==> src/rtl/apb_protocol_checker_wait_timer.sv <==
// Wait-state counter: counts enabled cycles, holds at TIMEOUT_CYCLES and
// raises expire on the single cycle where the count reaches the limit.
module apb_chk_wait_timer #(
  parameter int TIMEOUT_CYCLES = 16
) (
  input  logic pclk,
  input  logic preset,
  input  logic clear,
  input  logic en,
  output logic expire
);
  localparam int CW = $clog2(TIMEOUT_CYCLES + 1);
  localparam logic [CW-1:0] LIMIT = CW'(TIMEOUT_CYCLES);
  localparam logic [CW-1:0] LAST  = CW'(TIMEOUT_CYCLES - 1);

  logic [CW-1:0] count_q, count_d;

  // Next count: clear dominates, otherwise count up and park at the limit.
  always_comb begin
    count_d = count_q;
    if (clear) begin
      count_d = '0;
    end else if (en && (count_q != LIMIT)) begin
      count_d = count_q + 1'b1;
    end
  end

  // Pulses only on the increment that lands on the limit, so one shot per run.
  assign expire = en && !clear && (count_q == LAST);

  // Count register.
  always_ff @(posedge pclk) begin
    if (preset) begin
      count_q <= '0;
    end else begin
      count_q <= count_d;
    end
  end
endmodule

==> config.mk <==
export PLATFORM = sky130hd
export DESIGN_NAME = apb_chk_wait_timer
export DESIGN_NICKNAME = d
export VERILOG_FILES = /design/src/rtl/apb_protocol_checker_wait_timer.sv
export SDC_FILE = /design/constraint.sdc
export NUM_CORES = 1
export LEC_CHECK = 0
export BUFFER_PORTS_ARGS = -buffer_cell sky130_fd_sc_hd__buf_2
export CAP_MARGIN = 20
export CORE_AREA = 2 2 39 41
export CTS_CLUSTER_SIZE = 40
export DETAILED_ROUTE_END_ITERATION = 16
export DIE_AREA = 0 0 41 43
export PLACE_DENSITY_LB_ADDON = 0.08
export SYNTH_ARGS = -nofsm -noshare
export SYNTH_HDL_FRONTEND = slang
export SYNTH_SLANG_ARGS = --single-unit
export TNS_END_PERCENT = 5
==> constraint.sdc <==
create_clock -name pclk -period 1.4 [get_ports pclk]
set_input_delay 0.21 -clock pclk [delete_from_list [all_inputs] [get_ports pclk]]
set_output_delay 0.21 -clock pclk [all_outputs]
set_load 0.03 [all_outputs]
### Yosys cells after proc, flatten, opt, wreduce, memory -nomap -nowiden

Cells that the tools add are included.

| word-level totals | value |
|---|---|
| input bits | 4 |
| word-level logic and storage cells | 9 |
| output and inout port bits | 1 |
| register bits after elaboration | 5 |

| cells by class | value |
|---|---|
| reduce and logical (&&, ||, !) cells | 5 |
| eq/ne operators | 2 |
| add/sub/neg operators | 1 |

Operators with widths:

| kind | count |
|---|---|
| adder 5 x 1 -> 5 bit, second input constant | 1 |
| == test 5 x 4 -> 1 bit, second input constant | 1 |
| inequality test 5 bit, second input constant | 1 |
| logical AND 1 bit | 3 |
| OR reduction 2 bit | 1 |
| zero test 1 bit | 1 |

### Logic depth before layout (Yosys ltp)

| logic depth | value |
|---|---|
| depth in word-level cells | 3 |
| depth in mapped cells | 5 |
| mapped depth without buffers | 5 |

### Worst setup path before layout

Ideal clock, no wire load.

| timing | value |
|---|---|
| path kind | register to output |
| from | reg count_q[0] |
| to | out expire |
| stages on the path, launching flop included | 5 |
| path slack | 92 ps |
| buffers on the path | 0 |
| arrival | 1098 ps |
| required time | 1190 ps |
| path through | dfxtp_1 ha_1 and3_1 ha_1 and3b_1 |

| between the ends | value |
|---|---|
| word-level cells in the longest chain between the ends | 2 |

Ends and longest elaborated chain:

| item | RTL line | text |
|---|---|---|
| from (decl) | 16 | `logic [CW-1:0] count_q, count_d;` |
| from (signal assigned) | 36 | `count_q <= count_d;` |
| == test 5 x 4 -> 1 bit | 29 | `assign expire = en && !clear && (count_q == LAST);` |
| logical AND 1 bit | 29 |  |
| to (decl) | 10 | `output logic expire` |

Every way passes these cells.

### Worst setup path in the final report

Ends and elaborated chain as after synthesis.

==> reports/results.ini <==
[final_layout]
area_growth_pct=44.2
multi_input_area_sq_um=208
n_fill_cell=151
seqCellArea_sq_um=103
drive_above_1_share_pct=42.9
largest_reg_flops=5
top_regs=count_q: 5 flops
largest-register=count_q
diodes=0
num-nets-final=50
fin_cells=58
final_area_sq_um=417

[pwr]
p_per_area_mw_per_mm2=828
p_total_mw=0.345
ir_worst_vdd_uv=377
p_leak_nw=0.165

[worst_hold_path]
hold_depth=2
min_path_type=input port to register
whs_endpoint=count_q[4]$_SDFFE_PP0P_
min_from=en

[global_routing]
gr-total-overflow=0
grt_pass1_vias=252
grt_pass1_wl_microns=959
grt_usage_pct=8.13
grt_start_max_net_pins=7
antenna_found_initial=0

[routing]
firstDrtPassIters=4
viasPerCell=4.03
post_drt_wl_per_cell_microns=9.09
drt_iter0_markers=2
wl_met3_microns=5
drc_errors=0
vias=234
met1_length_microns=243
ant_nets=0
top_layer=met3
finalWirelength_microns=527
route.met2.wl_microns=278

[sta]
setup_viol_count_final=1
finalHoldViolCount=0
fin_skew_ps=6.01
relSlewSlack_pct=83.5
rsz0062_at_grt=true
tightest_slew_ps=248
finalWorstSetupSlack_ps=-138
period_share_pct=110
max_freq_mhz=650
hold_slack_ps=241
finalSetupTns_ps=-138
layout_min_cycle_time_ps=1540
report.final.slew_viol_count=0

[clock_network]
htreeDepth=1
root_buffer=clkbuf_4
numCtsBuffers=3
clk_pin_slew_ps=50
hold_buffers=0
cts_tree=yes
cts_num_sinks=5
clock_path_buffers=2
clock_latency_ps=240

[synthesis]
synth_area_leaders=dfxtp_1, ha_1, nand4bb_4
syn-num-nets=38
yosysTopAreaCellShare_pct=34.6
avgSynthCellArea_sq_um=9.32
ys_seq_elements=5
syn_inst=31
seq_area_frac_synth_pct=34.6
yosysTopAreaCell=dfxtp_1
ys_types=15
syn-cell-area_sq_um=289
yosysWarnings=0

[flow_run]
drv_cap=0

[placed_design]
dp.final_hpwl_microns=433
place.gp.congestion=0.673
dp.cells=53
dpl-instance-area_sq_um=344
io_buffers=4

[outcome]
violations=negative setup slack
status=finished with violations

[setup_path]
criticalPathCategory=register to output pin
crit_slowest_cell=dfxtp_2
crit_start=count_q[0]$_SDFFE_PP0P_
ff2ff_path_depth=6
cp_cell_sequence=ha_4 > and3_4 > ha_4 > and3b_1 > buf_6
crit_top_cell=ha_4
cp-end-kind=output pin
crit_arrival_ps=1330
startpoint_type=register
cpPeakStageDelay_ps=330
r2r-end=count_q[1]$_SDFFE_PP0P_
cp_max_fo=2
reg2reg_setup_slack_ps=150
crit_required_ps=1190
rr_startpoint=count_q[0]$_SDFFE_PP0P_

[floorplanning]
ios=5
die_width_microns=41
core_sq_mm=0.00138
die_y_microns=43
start_util_pct=20.9
rows=14
dieArea_sq_mm=0.00176

Yosys cell counts (all sizes together):
cell type,count
ha,3
mux2i,2
o21ai,1
nand4bb,1
and3,1
xor2,2
a31oi,1
nor2,3
nand2,7
dfxtp,5
inv,3
and3b,1
nand4,1
worst max path at each step:
stage / to / slack [ps] / cells after the start
floorplan: expire / 90 / 4
global placement: expire / 20 / 5
detailed placement: expire / 0.3 / 5
CTS: expire / -150 / 5
global route: expire / -190 / 5
finish: expire / -140 / 5
critical path, delay by kind of cell, from the launching register on:
family / cells / cell delay [ps]
DFF: 1 / 330
adders and majority gates: 2 / 290
buffers and inverters: 1 / 130
and+or+nand+nor: 2 / 340
routing by layer:
layer / vias up / GRT usage [%]
met5: - / 0
met4: 0 / 6.00
met3: 0 / 1.57
met2: 1 / 11.3
met1: 104 / 10.6
li1: 129 / -
report_power, final:
part	internal [mW]	total [mW]	switching (mW)	leakage, nW
combinational	0.0151	0.0324	0.0173	0.109
sequential	0.147	0.150	0.00325	0.0414
clock	0.108	0.163	0.0554	0.0150
metrics by stage:
stage	utilization, %	setup slack (ps)
6_report	30.1	-138
2_1_floorplan	-	92.5
3_3_place_gp	24.9	20.1
4_1_cts	30.1	-152
3_5_place_dp	24.9	0.316
5_1_grt	30.1	-187
final cells by class:
| class | instances | share of cell area [%] |
|---|---|---|
| tap | 16 | 4.80 |
| inverter | 3 | 2.70 |
| clock buffer | 4 | 6.31 |
| sequential | 5 | 24.6 |
| multi-input combinational | 23 | 49.8 |
| timing repair buffer | 7 | 11.7 |
cell usage in the layout (no fill, tap or decap), types with 2 or more instances in the layout:
master,Yosys,layout
ha_4,0,2
nor2_1,2,2
nand2_1,6,6
clkbuf_4,0,3
dfxtp_2,0,2
xor2_1,2,2
inv_1,3,3
dfxtp_1,5,3
buf_2,0,3
buf_4,0,3
mux2i_1,2,2
timing repair:
action,in CTS,in global routing
gates resized for setup,9,0
setup buffers,1,0
pin swaps,1,1
endpoints found under the hold margin,0,0
setup endpoints to repair,1,1
cells by family after synthesis:
logic type | count (synthesis) | synth area share, %
simple gates | 14 | 31.6
flops | 5 | 34.6
buf+inv | 3 | 3.90
fa+ha+maj | 3 | 13.0
compound gates | 2 | 3.90
xor+xnor | 2 | 6.06
mux | 2 | 6.93
Note: power is estimated with default switching activity, not from simulation.
